<file path="src/rtl/em4100_rx.sv">
// EM4100 Manchester receiver: synchronizes the coil line, tracks bit phase from edge
// intervals, hunts for the nine-ones header and checks the 55-bit row/column-parity frame.
module em4100_rx #(
    parameter int HALF_BIT = 16
) (
    input  logic        clk,
    input  logic        rst_n,
    input  logic        en,
    input  logic        din,
    output logic [39:0] data,
    output logic        valid,
    output logic        err,
    output logic        locked
);
    localparam int CW  = 10;
    localparam int H3  = 3 * HALF_BIT;
    localparam int H5  = 5 * HALF_BIT;
    localparam int TMO = H5 / 2 + 1;

    // Interval bounds are compared against twice the measured interval so H/2 needs no rounding.
    localparam logic [CW:0]   SHORT_LO = HALF_BIT[CW:0];
    localparam logic [CW:0]   LONG_LO  = H3[CW:0];
    localparam logic [CW:0]   LONG_HI  = H5[CW:0];
    localparam logic [CW-1:0] TMO_C    = TMO[CW-1:0];

    typedef enum logic [1:0] {UNLOCKED, HUNT, DATA} state_t;

    state_t          state;
    logic            din_p0, din_p1, din_p2;
    logic            edge_det;
    logic [CW-1:0]   cnt, cnt_inc;
    logic [CW-1:0]   ivl_p3;
    logic            edge_p3, lvl_p3, tmo_p3;
    logic [3:0]      ones;
    logic [5:0]      bitcnt;
    logic            at_bnd;
    logic [53:0]     sr;
    logic [54:0]     frame;
    logic [CW:0]     two_ivl;
    logic            is_short, is_long, have_bit, bit_val, lose, nxt_bnd;

    function automatic logic [CW-1:0] sat_inc(input logic [CW-1:0] v);
        return (&v) ? v : v + 1'b1;
    endfunction

    function automatic logic frame_ok(input logic [54:0] f);
        logic ok;
        logic p;
        ok = ~f[54];
        for (int k = 0; k < 10; k++)
            if (^f[5*k +: 5]) ok = 1'b0;
        for (int j = 0; j < 4; j++) begin
            p = f[50+j];
            for (int i = 0; i < 10; i++) p = p ^ f[5*i+j];
            if (p) ok = 1'b0;
        end
        return ok;
    endfunction

    function automatic logic [39:0] frame_data(input logic [54:0] f);
        logic [39:0] d;
        for (int k = 0; k < 10; k++)
            for (int j = 0; j < 4; j++) d[4*k+j] = f[5*k+j];
        return d;
    endfunction

    assign edge_det = din_p1 ^ din_p2;
    assign cnt_inc  = sat_inc(cnt);

    // Stages p0..p2: synchronizer and edge detect; p3: interval snapshot per edge.
    always_ff @(posedge clk or negedge rst_n) begin
        if (!rst_n) begin
            din_p0  <= 1'b0;
            din_p1  <= 1'b0;
            din_p2  <= 1'b0;
            cnt     <= '0;
            ivl_p3  <= '0;
            edge_p3 <= 1'b0;
            lvl_p3  <= 1'b0;
            tmo_p3  <= 1'b0;
        end else begin
            din_p0 <= din;
            din_p1 <= din_p0;
            din_p2 <= din_p1;
            lvl_p3 <= din_p1;
            if (!en) begin
                cnt     <= '0;
                edge_p3 <= 1'b0;
                tmo_p3  <= 1'b0;
            end else begin
                edge_p3 <= edge_det;
                tmo_p3  <= !edge_det && (cnt_inc == TMO_C);
                if (edge_det) begin
                    ivl_p3 <= cnt_inc;
                    cnt    <= '0;
                end else begin
                    cnt <= cnt_inc;
                end
            end
        end
    end

    always_comb begin
        two_ivl  = {ivl_p3, 1'b0};
        is_short = (two_ivl >= SHORT_LO) && (two_ivl < LONG_LO);
        is_long  = (two_ivl >= LONG_LO) && (two_ivl <= LONG_HI);
        bit_val  = ~lvl_p3;
        have_bit = 1'b0;
        lose     = 1'b0;
        nxt_bnd  = at_bnd;
        if (edge_p3) begin
            if (state == UNLOCKED) begin
                have_bit = is_long;
            end else if (!at_bnd) begin
                if (is_short)     nxt_bnd  = 1'b1;
                else if (is_long) have_bit = 1'b1;
                else              lose     = 1'b1;
            end else begin
                if (is_short) begin
                    have_bit = 1'b1;
                    nxt_bnd  = 1'b0;
                end else begin
                    lose = 1'b1;
                end
            end
        end
        if (tmo_p3 && state != UNLOCKED) lose = 1'b1;
        frame = {bit_val, sr};
    end

    // Stage p4: lock/header/frame state machine with registered pulses.
    always_ff @(posedge clk or negedge rst_n) begin
        if (!rst_n) begin
            state  <= UNLOCKED;
            data   <= '0;
            valid  <= 1'b0;
            err    <= 1'b0;
            ones   <= '0;
            bitcnt <= '0;
            at_bnd <= 1'b0;
            sr     <= '0;
        end else begin
            valid <= 1'b0;
            err   <= 1'b0;
            if (!en) begin
                state  <= UNLOCKED;
                ones   <= '0;
                bitcnt <= '0;
                at_bnd <= 1'b0;
                sr     <= '0;
            end else if (lose) begin
                err    <= (state == DATA);
                state  <= UNLOCKED;
                ones   <= '0;
                bitcnt <= '0;
                at_bnd <= 1'b0;
            end else begin
                at_bnd <= nxt_bnd;
                if (have_bit) begin
                    case (state)
                        UNLOCKED: begin
                            state <= HUNT;
                            ones  <= {3'b000, bit_val};
                        end
                        HUNT: begin
                            if (!bit_val) begin
                                ones <= '0;
                            end else if (ones == 4'd8) begin
                                state  <= DATA;
                                ones   <= '0;
                                bitcnt <= '0;
                            end else begin
                                ones <= ones + 1'b1;
                            end
                        end
                        DATA: begin
                            sr <= frame[54:1];
                            if (bitcnt == 6'd54) begin
                                if (frame_ok(frame)) begin
                                    data  <= frame_data(frame);
                                    valid <= 1'b1;
                                end else begin
                                    err <= 1'b1;
                                end
                                state  <= HUNT;
                                ones   <= '0;
                                bitcnt <= '0;
                            end else begin
                                bitcnt <= bitcnt + 1'b1;
                            end
                        end
                        default: state <= UNLOCKED;
                    endcase
                end
            end
        end
    end

    assign locked = (state != UNLOCKED);

endmodule
</file>
<file path="config.mk">
export PLATFORM = sky130hd
export DESIGN_NAME = em4100_rx
export DESIGN_NICKNAME = d
export VERILOG_FILES = /design/src/rtl/em4100_rx.sv
export SDC_FILE = /design/constraint.sdc
export NUM_CORES = 1
export LEC_CHECK = 0
export ABC_AREA = 1
export CAP_MARGIN = 10
export CORE_MARGIN = 1.5
export CORE_UTILIZATION = 30
export CTS_CLUSTER_SIZE = 8
export DETAILED_ROUTE_END_ITERATION = 12
export PLACE_DENSITY = 0.48
export SKIP_CTS_REPAIR_TIMING = 1
export SLEW_MARGIN = 10
export SYNTH_ARGS = -nofsm -noshare
export SYNTH_HDL_FRONTEND = slang
export SYNTH_SLANG_ARGS = --single-unit
</file>
<file path="constraint.sdc">
create_clock -name clk -period 1.87 [get_ports clk]
set_clock_uncertainty 0.05 [all_clocks]
set_input_delay 0.374 -clock clk [delete_from_list [all_inputs] [get_ports clk]]
set_output_delay 0.374 -clock clk [all_outputs]
set_load 0.01 [all_outputs]
</file>
# Word level (Yosys, flattened, before mapping)

Cells that the tools add are included.

Output and inout bits: 43
Register bits after elaboration: 134
Bits of input ports: 4

Reduce and logical (&&, ||, !) cells: 25
Bitwise operators: 43
$add $sub $neg: 3
$lt $le $gt $ge: 4
Mux-type cells: 79
Equality and inequality tests: 16

Operators by type and width:

| kind                    | count |
|---|---|
| $mux W54                | 4 |
| $mux W1                 | 51 |
| $reduce_xor A5 Y1       | 10 |
| $xor A1 B1 Y1           | 41 |
| $mux W6                 | 6 |
| $mux W10                | 3 |
| $mux W4                 | 6 |
| $mux W2                 | 6 |
| $pmux W4 S3             | 1 |
| $pmux W6 S2             | 1 |
| $ge A11 B5 Y1 const B   | 1 |
| $ge A11 B6 Y1 const B   | 1 |
| $le A11 B7 Y1 const B   | 1 |
| $lt A11 B6 Y1 const B   | 1 |
| $add A10 B1 Y10 const B | 1 |
| $eq A10 B6 Y1 const B   | 1 |
| $reduce_and A10 Y1      | 1 |
| $ne A4 B4 Y1 const B    | 2 |
| $reduce_and A4 Y1       | 2 |
| $add A6 B1 Y6 const B   | 1 |
| $eq A6 B6 Y1 const B    | 1 |
| $ne A3 B1 Y1 const B    | 2 |
| $pmux W2 S3             | 1 |
| $reduce_and A3 Y1       | 2 |
| 17 further kinds        | 23 |

# Logic depth before layout (Yosys ltp)

Depth in word-level cells: 26
Mapped depth: 17
Mapped depth without buffers: 16

# Least setup slack after synthesis

No wires, ideal clock.

Path type: register -> register
Start: reg state[0]
End: reg data[0]
Data required time: 1.703 ns
Buffers on the path: 1
Cell stages (with the launch flop): 15
Library setup time: 0.117 ns
Data arrival time: 1.823 ns
Path slack: -0.120 ns
Clock period less this slack: 1.990 ns
Cell sequence: dfrtp_1 inv_1 ha_1 inv_1 a21oi_1 nand3_1 nand2_1 inv_2 nor2_4 nand3_4 nor2_4 nand2_4 buf_6 nand2_1 nand2_1

Elaborated cells between the ends (all ways): 11

RTL lines:

| element                            | line | text |
|---|---|---|
| from (decl)                        | 28   | `state_t state;` |
| from (signal assigned)             | 134  | `state <= UNLOCKED;` |
| from (signal assigned)             | 146  | `state <= UNLOCKED;` |
| from (signal assigned)             | 153  | `state <= UNLOCKED;` |
| $reduce_bool A2 Y1                 | --   |  |
| net locked                         | 13   | `output logic locked` |
| $logic_and A1 B1 Y1                | 127  | `if (tmo_p3 && state != UNLOCKED) lose = 1'b1;` |
| $mux W1                            | 127  |  |
| $not A1 Y1 (no source line)        | --   |  |
| $reduce_and A6 Y1 (no source line) | --   |  |
| to (signal assigned)               | 180  | `data <= frame_data(frame);` |
| to (decl)                          | 10   | `output logic [39:0] data,` |

The timed path passes the listed nets, and every way through them passes these cells.
A chain may end at the register's enable or synchronous reset.

# Worst setup path in the final report

Start: reg sr[21]
End: reg data[26]

Longest elaborated chain between the ends: 17
Elaborated cells between the ends (all ways): 23

RTL lines:

| element                                | line | text |
|---|---|---|
| from (decl)                            | 37   | `logic [53:0] sr;` |
| from (signal assigned)                 | 177  | `sr <= frame[54:1];` |
| $reduce_xor A5 Y1                      | 51   | `if (^f[5*k +: 5]) ok = 1'b0;` |
| $mux W1 (6 in series)                  | 51   |  |
| $mux W1                                | 55   | `if (p) ok = 1'b0;` |
| $mux W1 (*) (3 in series)              | 55   |  |
| $mux W1 (*)                            | 178  | `if (bitcnt == 6'd54) begin` |
| $mux W1 (*)                            | 160  | `case (state)` |
| $mux W1 (*)                            | 159  | `if (have_bit) begin` |
| $mux W1 (*)                            | 151  | `end else if (lose) begin` |
| $mux W1 (*)                            | 145  | `if (!en) begin` |
| $reduce_and A6 Y1 (no source line) (*) | --   |  |

Mark *: on every way between the ends. The rest lies on a longest branch, timed or not. The select of a mux whose other input is x is not followed.

==> impl_metrics.tcl <==
set metrics [dict create \
    place_hpwl_microns 13000 \
    start_kind "flop" \
    most-common-layout-cells "nand2_1 (252), buf_4 (147), dfrtp_1 (119), inv_1 (90), nand3_1 (87)" \
    p_leak_nw 4.98 \
    first_iter_violations 338 \
    syn_to_final_growth_pct 47.6 \
    synth_cell_types 34 \
    cts_root_buf "clkbuf_16" \
    clock_sinks 134 \
    cts_tree "yes" \
    drt_first_pass_iters 5 \
    gr-total-overflow 0 \
    path_cells "inv_2 -> nand2_1 -> nand2_2 -> nand2_1 -> nand3_1 -> nand2_1 -> nor2_2 -> nand2_1 -> nor2_1 -> nand2_2 -> nor2_4 -> nand2_4 -> clkbuf_16 -> nand2_1 -> nand2_1" \
    grt_max_degree 55 \
    yosys_warnings 0 \
    grt_busiest_layer "met2" \
    syn_area_sq_mm 0.00688 \
    tightest_slew_ns 0.494 \
    avgSynthCellArea_sq_um 7.80 \
    crit_slowest_cell "dfrtp_2" \
    critical_path_required_ns 2.14 \
    drt-vias-per-instance 4.56 \
    drive_gt1_share_pct 31.6 \
    maxSlewViolCount 0 \
    wl_per_cell_microns 14.2 \
    path_depth 15 \
    n_fill_cell 2296 \
    start_util_pct 30.5 \
    finalCriticalPeriod_ns 2.09 \
    placementRows 55 \
    power_density_mw_per_mm2 633 \
    die_y_microns 154 \
    grt_pass1_vias 6096 \
    use_met2_pct 25.5 \
    ant_nets 0 \
    outcome "finished with violations" \
    port-buffer-count 46 \
    antenna_found_initial 0 \
    reg2reg_from "sr[21]" \
    ctsHtreeMaxLevel 4 \
    worstSetupEndpoint "data[26]" \
    mostFrequentLayoutCell "nand2_1" \
    setup_violations 106 \
    use_met3_pct 3.59 \
    r2r_end "data[26]" \
    met1_usage_pct 21.6 \
    finalHoldViolCount 0 \
    violations "setup timing" \
    report.power.total_mw 6.43 \
    cp_slowest_stage_delay_ns 0.47 \
    die_w_microns 154 \
    fin_nets 1110 \
    dp.cells 1332 \
    clk_pin_slew_ns 0.06 \
    remaining_drc_errors 0 \
    rsz0062_at_grt "yes" \
    place.gp.congestion 0.874 \
    boundaryPins 47 \
    ff2ff_path_depth 15 \
    dpl_worst_slack_ns -0.245 \
    startpoint "sr[21]" \
    grtUsageTotal_pct 16.0 \
    cp_top_family "simple AND/OR/NAND/NOR gates" \
    ys_ff_latch 134 \
    crit_buf_inv 2 \
    antennaDiodeCount 0 \
    maxSlewHeadroom_pct 67.1 \
    synthesis.instances 882 \
    reg2reg_slack_ns -0.22 \
    finalInstanceArea_sq_mm 0.0101 \
    setup_ws_ns -0.219 \
    worstPathArrival_ns 2.36 \
    synthFlopType "dfrtp_1" \
    synth_edf_count 0 \
    clkLatencyLatePin_ns 0.44 \
    routed_wl_microns 19800 \
    coreArea_sq_mm 0.0226 \
    layout.cells.non_filler 1395 \
    place_area_sq_mm 0.00874 \
    fin_crit_sh_pct 112 \
    syn_nets 895 \
    final_util_pct 45.0 \
    dieArea_sq_mm 0.0238 \
    cp_max_fo 15 \
    fmax_ghz 0.479 \
    grt_pass1_wl_microns 30200 \
    cts_inserted_buffers 17 \
    maxCapViolCount 0 \
    setup.worst_path.class "reg2reg" \
    cp-end-kind "flop" \
    async_flop_share_pct 100 \
    hp-class "reg2reg" \
    peakVddDrop_mv 0.548 \
    yosysSeqAreaShare_pct 48.8 \
    crit_top_cell "nand2_1" \
    clk_path_buf_depth 2 \
    num_vias 6361 \
]
## routing by layer
| layer | vias up | wire length [microns] |
|---|---|---|
| met1 | 2969 | 9390 |
| met4 | 0 | 345 |
| met3 | 25 | 768 |
| met5 | - | 0 |
| met2 | 106 | 9280 |
| li1 | 3261 | - |
## flip-flops by register name, indices dropped and copies added (netlist names), 2 cells and up
signal  flops
sr         54
data       40
cnt        10
ivl_p3     10
bitcnt      6
ones        4
state       2
## synth_stat cells (all sizes together), types with 4 or more instances
master  count  area, sq um
o21ai      23          115
ha          9          113
xnor2      18          158
dfrtp     134         3350
nand4       6         37.5
nor2       64          268
buf        25          154
o22ai      54          338
xor2       13          114
a21oi       4         20.0
nand2     304         1160
inv       112          420
nand3      96          493
## through the flow
stage,hold WS [ns],TNS (ns)
floorplan,0.0284,-0.131
global placement,0.306,-10.25
detailed placement,0.311,-11.66
CTS,-0.155,-12.88
global route,0.330,-27.25
finish,0.323,-11.12
## worst min path at each step
| stage | slack [ns] | start | depth (start not counted) | to |
|---|---|---|---|---|
| 2_1_floorplan | 0.03 | rst_n | 0 | at_bnd |
| 3_3_place_gp | 0.31 | rst_n | 1 | data[26] |
| 3_5_place_dp | 0.31 | rst_n | 1 | data[26] |
| 4_1_cts | -0.16 | rst_n | 1 | data[26] |
| 5_1_grt | 0.33 | din | 1 | din_p0 |
| 6_report | 0.32 | din_p0 | 0 | din_p1 |
## final cells by class
class                           count  area (sq um)  area share [%]
Multi-Input combinational cell    609          3400            33.5
Sequential cell                   134          3370            33.2
Clock buffer                       19           453            4.46
Inverter                          114           433            4.27
Clock inverter                     13          98.8           0.974
Timing Repair Buffer              221          2030            20.0
Tap cell                          285           357            3.51
## logic make-up (layout without fill, tap and decap cells)
family / count (synthesis) / in the layout / synth area share (%)
and+or+nand+nor: 479 / 480 / 29.3
AOI/OAI and AO/OA: 88 / 88 / 7.64
muxes: 1 / 1 / 0.146
buffers and inverters: 140 / 367 / 8.52
DFF: 134 / 134 / 48.8
xor gates and xnor gates: 31 / 31 / 3.95
adders and majority gates: 9 / 9 / 1.64
## report_power, final
| part | switching [mW] | leakage (nW) | internal [mW] | total [mW] |
|---|---|---|---|---|
| Clock | 1.41 | 0.266 | 1.77 | 3.19 |
| Combinational | 0.187 | 2.88 | 0.120 | 0.307 |
| Sequential | 0.0133 | 1.84 | 2.92 | 2.93 |
| Total | 1.62 | 4.98 | 4.81 | 6.43 |
No activity file was read; power rests on OpenSTA's default activity.
